===== config.mk =====
export PLATFORM = sky130hd
export DESIGN_NAME = stat_pkt
export DESIGN_NICKNAME = d
export VERILOG_FILES = /design/src/rtl/stat_pkt_pkg.sv /design/src/rtl/stat_pkt_mem.sv /design/src/rtl/stat_pkt.sv
export SDC_FILE = /design/constraint.sdc
export NUM_CORES = 1
export LEC_CHECK = 0
export BUFFER_PORTS_ARGS = -buffer_cell sky130_fd_sc_hd__clkbuf_2
export CAP_MARGIN = 10
export CELL_PAD_IN_SITES_DETAIL_PLACEMENT = 0
export CELL_PAD_IN_SITES_GLOBAL_PLACEMENT = 1
export CORE_ASPECT_RATIO = 1.25
export CORE_MARGIN = 3
export CORE_UTILIZATION = 40
export DETAILED_ROUTE_END_ITERATION = 12
export PLACE_DENSITY_LB_ADDON = 0.1
export SLEW_MARGIN = 15
export SYNTH_ARGS = -nofsm -noshare
export SYNTH_HDL_FRONTEND = slang
export SYNTH_SLANG_ARGS = --single-unit

===== constraint.sdc =====
create_clock -name clk_i -period 6.6 [get_ports clk_i]
set_input_delay 0.66 -clock clk_i [delete_from_list [all_inputs] [get_ports clk_i]]
set_output_delay 0.66 -clock clk_i [all_outputs]
set_load 0.01 [all_outputs]

===== src/rtl/stat_pkt_pkg.sv =====
// Shared constants and types for the per-flow packet byte statistics block.
package stat_pkt_pkg;
    localparam int D_WIDTH_DEF = 32;
    localparam int A_WIDTH_DEF = 3;
    localparam int PKT_SIZE_W  = 16;

    typedef logic [D_WIDTH_DEF-1:0] cnt_t;
endpackage


===== src/rtl/stat_pkt_mem.sv =====
// Counter storage: flat register array, async clear, one write port,
// two combinational read ports (update path and host read path).
module stat_pkt_mem
    import stat_pkt_pkg::*;
#(
    parameter int D_WIDTH = D_WIDTH_DEF,
    parameter int A_WIDTH = A_WIDTH_DEF
) (
    input  logic               clk_i,
    input  logic               rst_i,
    input  logic               wr_en_i,
    input  logic [A_WIDTH-1:0] wr_addr_i,
    input  logic [D_WIDTH-1:0] wr_data_i,
    input  logic [A_WIDTH-1:0] upd_addr_i,
    output logic [D_WIDTH-1:0] upd_data_o,
    input  logic [A_WIDTH-1:0] hst_addr_i,
    output logic [D_WIDTH-1:0] hst_data_o
);
    logic [2**A_WIDTH-1:0][D_WIDTH-1:0] mem;

    always_ff @(posedge clk_i or negedge rst_i) begin
        if (!rst_i)
            mem <= '0;
        else if (wr_en_i)
            mem[wr_addr_i] <= wr_data_i;
    end

    assign upd_data_o = mem[upd_addr_i];
    assign hst_data_o = mem[hst_addr_i];
endmodule


===== src/rtl/stat_pkt.sv =====
// Per-flow saturating byte counters with a 2-cycle pipelined host read port.
// Optional macro STAT_PKT_CLEAR_ON_READ_EN makes host reads clear the counter.
module stat_pkt
    import stat_pkt_pkg::*;
#(
    parameter int D_WIDTH = D_WIDTH_DEF,
    parameter int A_WIDTH = A_WIDTH_DEF
) (
    input  logic                  clk_i,
    input  logic                  rst_i,
    input  logic [A_WIDTH-1:0]    rx_flow_num_i,
    input  logic [PKT_SIZE_W-1:0] pkt_size_i,
    input  logic                  pkt_size_ena_i,
    input  logic                  rd_stb_i,
    input  logic [A_WIDTH-1:0]    rd_flow_num_i,
    output logic [D_WIDTH-1:0]    rd_data_o,
    output logic                  rd_data_val_o
);
    localparam int NUM_FLOWS = 2**A_WIDTH;

    logic [D_WIDTH-1:0] upd_cur, hst_cur, upd_base, rd_val, upd_sum, sum_raw;
    logic               carry;
    logic [D_WIDTH-1:0] rd_q;
    logic [1:0]         vld_pipe;

    // The read-modify-write completes in one cycle, so a back-to-back update
    // of the same flow already sees the previous result in the array.
    stat_pkt_mem #(.D_WIDTH(D_WIDTH), .A_WIDTH(A_WIDTH)) u_mem (
        .clk_i      (clk_i),
        .rst_i      (rst_i),
        .wr_en_i    (pkt_size_ena_i),
        .wr_addr_i  (rx_flow_num_i),
        .wr_data_i  (upd_sum),
        .upd_addr_i (rx_flow_num_i),
        .upd_data_o (upd_cur),
        .hst_addr_i (rd_flow_num_i),
        .hst_data_o (hst_cur)
    );

`ifdef STAT_PKT_CLEAR_ON_READ_EN
    // Clears are deferred: a stale flag makes the stored value read as zero
    // until the next update rewrites the entry, keeping a single write port.
    logic [NUM_FLOWS-1:0] stale;

    always_ff @(posedge clk_i or negedge rst_i) begin
        if (!rst_i)
            stale <= '0;
        else
            for (int f = 0; f < NUM_FLOWS; f++) begin
                if (pkt_size_ena_i && rx_flow_num_i == A_WIDTH'(f))
                    stale[f] <= 1'b0;
                else if (rd_stb_i && rd_flow_num_i == A_WIDTH'(f))
                    stale[f] <= 1'b1;
            end
    end

    assign upd_base = (stale[rx_flow_num_i] || (rd_stb_i && rd_flow_num_i == rx_flow_num_i))
                      ? '0 : upd_cur;
    assign rd_val   = stale[rd_flow_num_i] ? '0 : hst_cur;
`else
    assign upd_base = upd_cur;
    assign rd_val   = hst_cur;
`endif

    assign {carry, sum_raw} = {1'b0, upd_base} + (D_WIDTH+1)'(pkt_size_i);
    assign upd_sum          = carry ? '1 : sum_raw;

    always_ff @(posedge clk_i or negedge rst_i) begin
        if (!rst_i) begin
            vld_pipe  <= '0;
            rd_q      <= '0;
            rd_data_o <= '0;
        end else begin
            vld_pipe <= {vld_pipe[0], rd_stb_i};
            if (rd_stb_i)
                rd_q <= rd_val;
            if (vld_pipe[0])
                rd_data_o <= rd_q;
        end
    end

    assign rd_data_val_o = vld_pipe[1];
endmodule


# Word level (Yosys, flattened, before mapping)
# Index checks and enable logic that the tools add are counted.
# word_totals
regBits	322
inputBits	26
output_inout_bits	33
word_cells	24
# op_classes
add_sub_neg	1
order_cmp	3
n_mux	8
reduce_logical	1
# ops
operator	count
256-bit bitwise mux	1
32-bit binary-select mux with 3-bit select	2
32-bit two-way mux	4
32-bit demux with 3-bit select	1
32-bit by 16-bit adder with 33-bit output	1
3-bit by 4-bit less-than comparator with 1-bit output (second input constant)	2
3-bit by 1-bit >= comparator with 1-bit output (second input constant)	1
1-bit logical AND	1

# Longest topological paths before layout
# depth
ltp_word	5
ltp_mapped	20
mapped_depth_nobuf	14

# Cells and area by module
# A second synthesis with hierarchy kept.
# hier_totals
cells_unflattened	1112
hier_area_um2	17418.0
# by_module_without_submodules
mod	n_inst	cells_each	area_each_um2	seq_area_each_um2
stat_pkt_mem	1	779	13718.2	6406.1
stat_pkt	1	333	3699.8	1651.6

# Least setup slack after synthesis
# Ideal clock, no wire load.
# synth_timing
path_kind	input -> register
startpoint	in rx_flow_num_i[1]
endpoint	reg u_mem.mem[127] (netlist bit)
setup_time_ns	0.138
arrival_ns	5.415
required_time_ns	6.462
path_slack_ns	1.047
stages	18
n_path_buf	7
cell_sequence	buf_2 -> buf_2 -> buf_2 -> buf_1 -> clkbuf_1 -> mux2_2 -> a221oi_1 -> o22ai_1 -> fa_1 -> a21oi_1 -> o22ai_1 -> o31ai_1 -> o31a_1 -> clkbuf_1 -> clkbuf_1 -> o21ai_0 -> o211ai_1 -> o21ai_0
# synth_via
elab_chain_cells	5
word_cells_on_any_way	10
cone_classes	1 x add/sub; 2 x order compare; 6 x mux; 1 x reduce/logical
# synth_lines
element	line_no	source
start: declaration	stat_pkt.sv:11	input logic [A_WIDTH-1:0] rx_flow_num_i,
32-bit binary-select mux with 3-bit select, or another cell as far along	stat_pkt_mem.sv:28	assign upd_data_o = mem[upd_addr_i];
32-bit two-way mux (implied by the code) / 1-bit logical AND (equally long branches)	stat_pkt_mem.sv:28, stat_pkt_mem.sv:25	
32-bit by 16-bit adder with 33-bit output / 32-bit two-way mux (equally long branches)	stat_pkt.sv:65, stat_pkt_mem.sv:25	
32-bit two-way mux / 32-bit demux with 3-bit select (equally long branches)	n/a	
256-bit bitwise mux (*)	stat_pkt_mem.sv:25	mem[wr_addr_i] <= wr_data_i;
end signal: indexed assignment	stat_pkt_mem.sv:25	
end: declaration	stat_pkt_mem.sv:19	logic [2**A_WIDTH-1:0][D_WIDTH-1:0] mem;
# Mark *: on every way between the ends. The rest lies on a longest branch, timed or not. The select of a mux whose other input is x is not followed.
# A chain may end at the register's enable or synchronous reset.

# Worst setup path in the final report
# layout_timing
startpoint	in rx_flow_num_i[1]
endpoint	reg u_mem.mem[111] (netlist bit)
# The elaborated chain is that of the path after synthesis.

==> metrics <==
Longest Clk Path Bufs 3; # port buffers 58; cts repair resizes 0; crit-path max FO 39; Synth area leader dfrtp_1; DP HPWL 33,900 µm; latest clock arrival within the worst-skew pair 540 ps; status completed; Yosys top cell area share 47.8%; mux contribution to synthesized area 19.7%; Critical Path Most Common Cell buf_4; Worst Max-Slew Pin Slew 1130 ps; wire length on met1 22,000 µm; WP buf/inv 4; vias in the first global route 12,963; Final Skew 17.7 ps; number of H-tree levels 2; top post-synthesis cells by area dfrtp_1 48%, mux4_2 12%, o21ai_0 5.7%, nand2_1 5.3%, mux2_2 4.3%; critical path's slowest cell nor2b_1; Most used DFF post-synth dfrtp_1; element type at the critical path end flip-flop; Crit. Startpoint rx_flow_num_i[1]; period utilization 77.3%; GRT Total Usage 23.6%; largest net degree at the start of global routing 108; Simple-Gate Fraction of Synth Area 11.3%; RR Startpoint u_mem.mem[33]; CTS tree built; grt ovf 0; Non-Filler Instances 2,191; Die H 236 µm; WP data required 7020 ps; overall via count from detail_route 12,739; die area 44,700 µm²; area grow syn2layout 12.4%; fillers 3,989; largest family of logic cells by synthesized area multiplexers; asr flop ratio synth 100%; Antenna Nets Post-Route 0; Placed Area 17,700 µm²; Top Metal Used met4; core area 41,300 µm²; Final Hold Fails 0; post-synthesis adder-cell area fraction 1.31%; setup violators final 0; Residual DRC 0; met3 WL 2000 µm; layout cells sized above 1 20.2%; Iter 0 DRT Violations 637; P per Cell Area 400 nW/µm²; Syn Nets 1,651; DRT Wirelength 52,500 µm; worst hold path class input port to async pin; Crit Path Category input port to flip-flop; CTS Buf Count 37; Final GP Congestion 0.866; Mapped Cells 1,608; routed wl met2 26,800 µm; I/O pins 59; First-pass DRT Iterations 5; worst hold slack 141 ps; Peak Freq 0.196 GHz; setup TNS 0 ps; CTS root buf clkbuf_16; MaxCap Viol Count 0; DP Cell Count 2,126; Critical Path Start Type input port; final max-slew violation count 0; Die Wd 190 µm; Largest delay share family, worst path compound AO/OA/AOI/OAI gates; CP arrival 5530 ps; setup bufs post-CTS 0; Yosys cell types 60; Max IR drop VDD 228 µV; Yosys reg bits 322; CP peak stage delay 700 ps; compound-gate portion of the synthesized area 15.6%; initial antenna violation count 0; Initial Utilization 40.8%; Vias/cell 5.81; hold buffer count at cts 0; min Tclk post-route 5100 ps; first-pass GRT wire length 81,000 µm; DR WL/cell 24.0 µm; Finished Cell Area 19,000 µm²; R2R Setup Slk 2240 ps; Synth Area per Inst 10.5 µm²; RSZ-0062 raised after global routing no; row count 83; Synth Area in XOR/XNOR 1.04%; nets 1,656; most common cell after layout, fill and taps aside dfrtp_1; clk sink count 322; P_leak 7.98 nW; synthesized area 16,900 µm²; Slew HR 24.4%; number of diodes 0; Yosys warning count 0; Seq/Total Area, Yosys 47.8%; commonest non-fill, non-tap cells in the layout 322 x dfrtp_1, 234 x nand2_1, 191 x o21ai_0; clk slew on worst S/H paths 60 ps; crit path cell chain buf_4 -> nor2b_1 -> buf_4 -> nand2_1 -> o21ai_0 -> nand2_1 -> o221ai_1 -> ha_1 -> a21oi_1 -> a32oi_1 -> o31ai_1 -> buf_4 -> o31a_1 -> nor4_4 -> buf_4 -> a22oi_1 -> o21ai_0; Post-synth EDFFs 0
## path summary, 6_finish.rpt
check,endpoint,cells past startpoint
min in group clk_i,u_mem.mem[104],2
worst max register to register,u_mem.mem[111],13
max in group asynchronous,u_mem.mem[179],2
worst min-delay path,rd_q[17],1
worst max-delay path,u_mem.mem[111],17
worst min register to register,u_mem.mem[104],2
## kinds of logic after synthesis
family | count (synthesis)
DFF | 322
AOI/OAI and AO/OA | 441
buffers and inverters | 141
and+or+nand+nor | 452
muxes | 215
adders and majority gates | 17
xor gates and xnor gates | 20
## power breakdown
| group | internal, mW | total (mW) | switching, mW | leakage (nW) |
|---|---|---|---|---|
| Combinational | 1.00 | 2.26 | 1.26 | 3.44 |
| Clock | 1.30 | 2.16 | 0.851 | 0.610 |
| Sequential | 2.64 | 3.16 | 0.524 | 3.93 |
| Total | 4.94 | 7.58 | 2.63 | 7.98 |
## state kept, by name, indices dropped and copies added, names as in the netlist
| register | flops |
|---|---|
| u_mem.mem | 256 |
| rd_data_o | 32 |
| vld_pipe | 2 |
| rd_q | 32 |
## layer usage
metal / GRT usage [%] / vias up
li1: - / 5912
met1: 30.7 / 6427
met2: 40.8 / 326
met3: 2.67 / 74
met4: 8.18 / 0
met5: 0 / -
## synthesized netlist by cell type (all sizes together) (4+ instances only)
master,number
a31oi,62
nor2,126
a21oi,70
buf,43
a221o,4
nor3,12
nor4,6
nand2b,4
a221oi,19
o21ai,197
or3,8
o21bai,4
inv,9
a22oi,25
or4,4
o31ai,15
nand3,30
xnor2,9
mux4,87
mux2i,64
o22ai,9
or2,4
nand2,238
mux2,64
dfrtp,322
and3,4
clkbuf,89
xor2,11
ha,16
a21o,5
o221ai,8
## per-stage QoR
step	util (%)	setup slack [ps]	total power, mW
2_1_floorplan	-	1050	4.64
3_3_place_gp	42.8	1080	5.42
3_5_place_dp	42.8	950	5.47
4_1_cts	45.8	1510	7.65
5_1_grt	45.9	1100	8.05
6_report	45.9	1500	7.58
## area by class of cell
cell class / count / area, µm² / area share (%)
multi-input cells: 1145 / 8300 / 43.8
flip-flops and latches: 322 / 8060 / 42.5
clock buffers: 53 / 1090 / 5.74
well taps: 552 / 691 / 3.64
repair buffers: 98 / 606 / 3.20
clock inverters: 12 / 171 / 0.904
inverters: 9 / 33.8 / 0.178
No activity file was read; power rests on OpenSTA's default activity.
